==> config.mk <==
export PLATFORM = sky130hd
export DESIGN_NAME = decode_queue
export DESIGN_NICKNAME = d
export VERILOG_FILES = /design/src/rtl/decode_queue_pkg.sv /design/src/rtl/decode_queue_decoder.sv /design/src/rtl/decode_queue.sv
export SDC_FILE = /design/constraint.sdc
export NUM_CORES = 1
export LEC_CHECK = 0
export ABC_AREA = 0
export ABC_CLOCK_PERIOD_IN_PS = 7560
export BUFFER_PORTS_ARGS = -buffer_cell sky130_fd_sc_hd__buf_4
export CORE_MARGIN = 1
export CORE_UTILIZATION = 40
export DETAILED_ROUTE_END_ITERATION = 10
export GPL_ROUTABILITY_DRIVEN = 0
export GPL_TIMING_DRIVEN = 0
export MAX_ROUTING_LAYER = met4
export PLACE_DENSITY_LB_ADDON = 0.05
export SKIP_CTS_REPAIR_TIMING = 1
export SYNTH_ARGS = -nofsm -noshare
export SYNTH_HDL_FRONTEND = slang
export SYNTH_SLANG_ARGS = --single-unit
==> constraint.sdc <==
create_clock -name clk -period 7.56 [get_ports clk]
set_input_delay 1.89 -clock clk [delete_from_list [all_inputs] [get_ports clk]]
set_output_delay 1.89 -clock clk [all_outputs]
set_load 0.01 [all_outputs]
==> src/rtl/decode_queue_pkg.sv <==
// rtl/decode_queue_pkg.sv - opcodes, OpInfo record and immediate extraction shared by decode_queue
package decode_queue_pkg;

  localparam int INSN_ADDR_WIDTH = 32;

  localparam logic [6:0] OPC_LOAD   = 7'b0000011;
  localparam logic [6:0] OPC_STORE  = 7'b0100011;
  localparam logic [6:0] OPC_BRANCH = 7'b1100011;
  localparam logic [6:0] OPC_OP_IMM = 7'b0010011;
  localparam logic [6:0] OPC_OP     = 7'b0110011;
  localparam logic [6:0] OPC_LUI    = 7'b0110111;
  localparam logic [6:0] OPC_AUIPC  = 7'b0010111;
  localparam logic [6:0] OPC_JAL    = 7'b1101111;
  localparam logic [6:0] OPC_JALR   = 7'b1100111;

  localparam logic [6:0] FUNCT7_ADD    = 7'b0000000;
  localparam logic [6:0] FUNCT7_SUB    = 7'b0100000;
  localparam logic [6:0] FUNCT7_MULDIV = 7'b0000001;

  localparam logic [2:0] ADD_SUB = 3'b000;

  typedef enum logic [2:0] {
    IMM_I,
    IMM_S,
    IMM_B,
    IMM_U,
    IMM_J,
    IMM_NONE
  } ImmType;

  // aluAlt marks SUB and SRA/SRAI, which share funct3 with ADD and SRL/SRLI
  typedef struct packed {
    logic [4:0]  rs1;
    logic [4:0]  rs2;
    logic [4:0]  rd;
    logic [31:0] constant;
    logic [2:0]  aluCode;
    logic [2:0]  brCode;
    logic        regWrEnable;
    logic        isBranch;
    logic        isJump;
    logic        isLoad;
    logic        isStore;
    logic        isALUInConstant;
    logic        aluAlt;
    logic        isMulDiv;
    logic        isIllegal;
  } OpInfo;

  function automatic logic [31:0] imm_extract(input logic [31:0] insn, input ImmType kind);
    logic [31:0] imm;
    case (kind)
      IMM_I:   imm = {{20{insn[31]}}, insn[31:20]};
      IMM_S:   imm = {{20{insn[31]}}, insn[31:25], insn[11:7]};
      IMM_B:   imm = {{19{insn[31]}}, insn[31], insn[7], insn[30:25], insn[11:8], 1'b0};
      IMM_U:   imm = {insn[31:12], 12'b0};
      IMM_J:   imm = {{11{insn[31]}}, insn[31], insn[19:12], insn[20], insn[30:21], 1'b0};
      default: imm = '0;
    endcase
    return imm;
  endfunction

endpackage

==> src/rtl/decode_queue_decoder.sv <==
// rtl/decode_queue_decoder.sv - combinational RV32I decoder (insn_decoder); RV32M via DECODE_QUEUE_RV32M_EN
module insn_decoder
  import decode_queue_pkg::*;
(
  input  logic [31:0] i_insn,
  output OpInfo       o_info
);

  logic [6:0] w_opcode;
  logic [6:0] w_funct7;
  logic [2:0] w_funct3;
  ImmType     w_imm_type;
  logic       w_legal;
  logic       w_is_shift;

  assign w_opcode = i_insn[6:0];
  assign w_funct3 = i_insn[14:12];
  assign w_funct7 = i_insn[31:25];

  always_comb begin
    o_info     = '0;
    w_imm_type = IMM_NONE;
    w_legal    = 1'b1;
    w_is_shift = 1'b0;

    o_info.rs1     = i_insn[19:15];
    o_info.rs2     = i_insn[24:20];
    o_info.rd      = i_insn[11:7];
    o_info.brCode  = w_funct3;
    o_info.aluCode = ADD_SUB;

    case (w_opcode)
      OPC_LOAD: begin
        w_imm_type             = IMM_I;
        o_info.regWrEnable     = 1'b1;
        o_info.isLoad          = 1'b1;
        o_info.isALUInConstant = 1'b1;
        w_legal = !((w_funct3 == 3'b011) || (w_funct3[2:1] == 2'b11));
      end
      OPC_STORE: begin
        w_imm_type             = IMM_S;
        o_info.isStore         = 1'b1;
        o_info.isALUInConstant = 1'b1;
        w_legal = !((w_funct3 == 3'b011) || (w_funct3[2:1] == 2'b11));
      end
      OPC_BRANCH: begin
        w_imm_type      = IMM_B;
        o_info.isBranch = 1'b1;
        w_legal         = (w_funct3[2:1] != 2'b01);
      end
      OPC_OP_IMM: begin
        w_imm_type             = IMM_I;
        o_info.regWrEnable     = 1'b1;
        o_info.isALUInConstant = 1'b1;
        o_info.aluCode         = w_funct3;
        if ((w_funct3 == 3'b001) || (w_funct3 == 3'b101)) begin
          w_is_shift    = 1'b1;
          w_legal       = !i_insn[25];
          o_info.aluAlt = (w_funct3 == 3'b101) && i_insn[30];
        end
      end
      OPC_OP: begin
        o_info.regWrEnable = 1'b1;
        o_info.aluCode     = w_funct3;
        if (w_funct7 == FUNCT7_SUB) begin
          o_info.aluAlt = 1'b1;
          w_legal       = (w_funct3 == 3'b000) || (w_funct3 == 3'b101);
        end
`ifdef DECODE_QUEUE_RV32M_EN
        else if (w_funct7 == FUNCT7_MULDIV) begin
          o_info.isMulDiv = 1'b1;
        end
`endif
        else if (w_funct7 != FUNCT7_ADD) begin
          w_legal = 1'b0;
        end
      end
      OPC_LUI, OPC_AUIPC: begin
        w_imm_type             = IMM_U;
        o_info.regWrEnable     = 1'b1;
        o_info.isALUInConstant = 1'b1;
      end
      OPC_JAL: begin
        w_imm_type         = IMM_J;
        o_info.regWrEnable = 1'b1;
        o_info.isJump      = 1'b1;
      end
      OPC_JALR: begin
        w_imm_type             = IMM_I;
        o_info.regWrEnable     = 1'b1;
        o_info.isJump          = 1'b1;
        o_info.isALUInConstant = 1'b1;
      end
      default: w_legal = 1'b0;
    endcase

    o_info.constant = w_is_shift ? {27'b0, i_insn[24:20]} : imm_extract(i_insn, w_imm_type);

    if (o_info.rd == 5'd0) o_info.regWrEnable = 1'b0;

    // illegal words stay in program order but must not cause side effects downstream
    if (!w_legal) begin
      o_info.regWrEnable     = 1'b0;
      o_info.isBranch        = 1'b0;
      o_info.isJump          = 1'b0;
      o_info.isLoad          = 1'b0;
      o_info.isStore         = 1'b0;
      o_info.isALUInConstant = 1'b0;
      o_info.isMulDiv        = 1'b0;
    end
    o_info.isIllegal = !w_legal;
  end

endmodule

==> src/rtl/decode_queue.sv <==
// rtl/decode_queue.sv - registered RV32I decode plus DEPTH-entry in-order FIFO with flush
module decode_queue
  import decode_queue_pkg::*;
#(
  parameter int DEPTH    = 4,
  parameter int PC_WIDTH = INSN_ADDR_WIDTH
) (
  input  logic                     clk,
  input  logic                     rst,
  input  logic                     flush,
  input  logic                     inValid,
  output logic                     inReady,
  input  logic [31:0]              inInsn,
  input  logic [PC_WIDTH-1:0]      inPC,
  output logic                     outValid,
  input  logic                     outReady,
  output OpInfo                    outInfo,
  output logic [PC_WIDTH-1:0]      outPC,
  output logic                     outIllegal,
  output logic [$clog2(DEPTH):0]   count
);

  localparam int AW = $clog2(DEPTH);
  typedef logic [AW:0] QueueCountPath;
  localparam QueueCountPath DEPTH_C = QueueCountPath'(DEPTH);
  localparam QueueCountPath ONE_C   = QueueCountPath'(1);

  OpInfo               r_info [DEPTH];
  logic [PC_WIDTH-1:0] r_pc   [DEPTH];
  QueueCountPath       r_wr_ptr;
  QueueCountPath       r_rd_ptr;

  QueueCountPath w_count;
  logic [AW-1:0] w_wr_idx;
  logic [AW-1:0] w_rd_idx;
  logic          w_push;
  logic          w_pop;
  OpInfo         w_dec_info;

  insn_decoder u_decoder (
    .i_insn (inInsn),
    .o_info (w_dec_info)
  );

  // pointer MSB separates full from empty, so the difference is the occupancy
  assign w_count  = r_wr_ptr - r_rd_ptr;
  assign w_wr_idx = r_wr_ptr[AW-1:0];
  assign w_rd_idx = r_rd_ptr[AW-1:0];

  assign inReady  = (w_count < DEPTH_C);
  assign outValid = (w_count != '0);
  assign count    = w_count;

  assign w_push = inValid && inReady && !flush;
  assign w_pop  = outValid && outReady;

  always_ff @(posedge clk or negedge rst) begin
    if (!rst) begin
      r_wr_ptr <= '0;
      r_rd_ptr <= '0;
    end else if (flush) begin
      r_wr_ptr <= '0;
      r_rd_ptr <= '0;
    end else begin
      if (w_push) r_wr_ptr <= r_wr_ptr + ONE_C;
      if (w_pop)  r_rd_ptr <= r_rd_ptr + ONE_C;
    end
  end

  always_ff @(posedge clk) begin
    if (w_push) begin
      r_info[w_wr_idx] <= w_dec_info;
      r_pc[w_wr_idx]   <= inPC;
    end
  end

  // storage is not reset, so outputs are gated to read zero while empty
  assign outInfo    = outValid ? r_info[w_rd_idx] : '0;
  assign outPC      = outValid ? r_pc[w_rd_idx] : '0;
  assign outIllegal = outInfo.isIllegal;

endmodule

==> metrics.md <==
| Metric | Value |
|---|---|
| Status | `finished clean` |
| Setup WS post-layout | `2350 ps` |
| Post-Syn Area per Cell | `roughly 20 um^2` |
| Mapped Nets | `837` |
| Commonest cells post-synth | `edfxtp_1 (372), and2_1 (105), mux4_2 (93), nand2_1 (28), buf_2 (16)` |
| Startpoint Class | `flop` |
| Critical Path RT | `roughly 5700 ps` |
| CTS buffer count | `42` |
| Fin util | `49.5%` |
| Adder-Cell Fraction of Synth Area | `0.621%` |
| Area fraction in compound gates after synthesis | `2.62%` |
| Clock Skews | `21.6 ps` |
| Post-synthesis sequential area ratio | `about three quarters` |
| Met3 wire len | `1360 um` |
| Max H-tree Level | `2` |
| Area Overhead vs Synth | `21.8%` |
| Top-count cell post-synth | `edfxtp_1` |
| Final Routed Wirelength | `34500 um` |
| Hpwl dp | `22100 um` |
| Pin slew with the least headroom to its limit | `between 900 and 1000 ps` |
| Worst-path maximum fanout | `10` |
| Metal2 WL | `16900 um` |
| Synth Flop Type | `edfxtp_1` |
| First-pass GRT wire length | `52100 um` |
| YS warnings | `0` |
| Synth Cell Area | `15300 um^2` |
| Chip Width | `198 um` |
| Core area | `37700 um^2` |
| Final #Nets | `1049` |
| FILL cells | `3194` |
| Clock transition at the registers of the reported paths | `60 ps` |
| Vias after detailed routing | `7832` |
| Post-synthesis mux area share | `between 10 and 15%` |
| Clk buf depth | `3` |
| Yosys reg bits | `378` |
| Setup TNS | `0 ps` |
| Largest family of logic cells by synthesized area | `multiplexers` |
| Critical path, cell by cell | `inv_1, ha_1, fa_1, xnor3_2, nand3_2, buf_4, buf_2, and2_1, buf_4` |
| Slew headroom | `39.6%` |
| Highest routed layer | `met4` |
| VDD IR max | `0.000243 V` |
| Worst-Skew Late Latency | `550 ps` |
| Worst hold path type | `reg -> reg` |
| P_leak | `around 6.3 nW` |
| Critical Path Most Common Cell | `buf_4` |
| Critical path capture point type | `primary output` |
| Top cells by area, synth | `edfxtp_1 (73%), mux4_2 (14%), and2_1 (4.3%)` |
| Vias per cell | `5.17` |
| Critical path arrival | `~3300 ps` |
| Final setup violation count | `0` |
| Overall power | `7.50 mW` |
| Place WS | `2870 ps` |
| Wire length on met1 | `15500 um` |
| Die area | `39100 um^2` |
| Max stage delay on crit path | `480 ps` |
| Post-DP Area | `17300 um^2` |
| Critical path class | `reg -> out` |
| GRT Util Overall | `around a fifth` |
| Root Driver | `clkbuf_16` |
| DR pass1 iterations | `4` |
| DRT antenna net count | `0` |
| GR Overflow Total | `0` |
| Power per Cell Area | `402 nW/um^2` |
| Post-synth EDFFs | `372` |
| Final Slew Violations | `0` |
| Final period utilization | `68.9%` |
| Rows | `71` |
| Design Area, Final | `18700 um^2` |
| Buffers on Ports | `164` |
| CTS Sinks | `378` |
| Antenna violations before repair | `0` |
| Setup repair after global routing missed its margin | `no` |
| DRC Markers | `0` |
| Max Freq | `192 MHz` |
| Top-area cell type share of the netlist area | `72.9%` |
| Post-layout min period | `between 5000 and 6000 ps` |
| Starting Density | `40.7%` |
| Ys async rst share | `between 1.5 and 2%` |
| Max-cap violations | `0` |
| Largest net degree at the start of global routing | `53` |
| CP max stage cell | `xnor3_2` |
| Area share of xor/xnor cells in the synthesized design | `0.441%` |
| Final Hold Vio Count | `0` |
| Post-synth cell types | `52` |
| WL per Instance | `22.7 um` |
| Die height | `198 um` |
| Area leader, netlist | `edfxtp_1` |
| Vias in the first global route | `8470` |
| Gate count of the mapped netlist | `761` |
| Top Ports | `169` |
| Share of layout cells above drive strength 1 | `approximately 38%` |
| Initial DRC count | `between 400 and 500` |
| Synth Area in Simple Gates | `7.00%` |
| CTS tree | `done` |
==> per-layer routing <==
layer | vias up | track usage [%]
met1 | 4114 | 25.0
met3 | 48 | 2.71
met4 | 0 | 5.11
li1 | 3482 | -
met5 | - | -
met2 | 188 | 30.2
==> state kept, by name (all words and copies together) (netlist names) <==
register	flops
r_info	244
r_wr_ptr	3
r_pc	128
r_rd_ptr	3
==> stage by stage <==
stage | instances | hold WS [ps]
CTS | 1515 | 583
floorplan | 761 | 515
global route | 1515 | 618
finish | 1516 | 578
detailed placement | 1440 | 563
global placement | 1436 | 537
==> kinds of logic (layout without fill, tap and decap cells) <==
kind of cell             count (synthesis)  after routing
XOR/XNOR                                 6              6
other                                    1              2
adder cells (fa/ha/maj)                  7              7
multiplexers                            93             93
AND/OR/NAND/NOR                        175            175
flip-flops                             378            378
buffers and inverters                   51            294
AO/OA/AOI/OAI                           50             50
==> cells in the final DEF, fill, tap and decap left out, drive strengths merged, types with 4 or more instances in the layout <==
cell type  synthesis  routed
edfxtp           372     372
buf               25     193
and2             105     105
mux4              93      93
clkbuf            15      69
nand2             28      28
a21oi             25      25
nor2              15      15
clkinv             0      14
inv               11      12
nand3              8       8
nor3               7       7
ha                 6       6
dfrtp              6       6
a22o               5       5
xor2               4       4
bufinv             0       4
nand2b             4       4
o21ai              4       4
==> worst max-delay path: cells and delay by family (launching register included) <==
family	cells	cell delay, ps
fa+ha+maj	2	600
flops	1	400
simple gates	2	510
buf+inv	4	790
xor+xnor	1	480
==> final timing paths <==
check                             from             to  slack [ps]  depth (start not counted)
max in group asynchronous          rst    r_rd_ptr[2]        6290                          1
max                        r_wr_ptr[0]       outPC[5]        2350                          9
min                        r_wr_ptr[2]    r_wr_ptr[2]         580                          2
min in group asynchronous          rst    r_rd_ptr[1]        1150                          1
max reg2reg                r_wr_ptr[0]  r_info[2][36]        4090                          8
min reg2reg                r_wr_ptr[2]    r_wr_ptr[2]         580                          2
==> report_power, final <==
part           internal, mW  switching, mW  leakage (nW)  total [mW]
Clock                  1.20          0.790         0.654        1.99
Combinational          1.47           1.51          2.12        2.98
Sequential             2.49         0.0419          3.50        2.53
Total                  5.16           2.34          6.28        7.50
==> area by class of cell <==
type	count	area, um^2	share of cell area, %
clock inverter	21	201	1.08
clock buffer	54	1150	6.15
multi-input combinational	332	3740	20.1
antenna	1	2.50	0.0134
tap	511	639	3.43
sequential	378	11300	60.7
buffer	40	223	1.19
inverter	11	41.3	0.221
timing repair buffer	168	1340	7.19
Note: power is estimated with default switching activity, not from simulation.
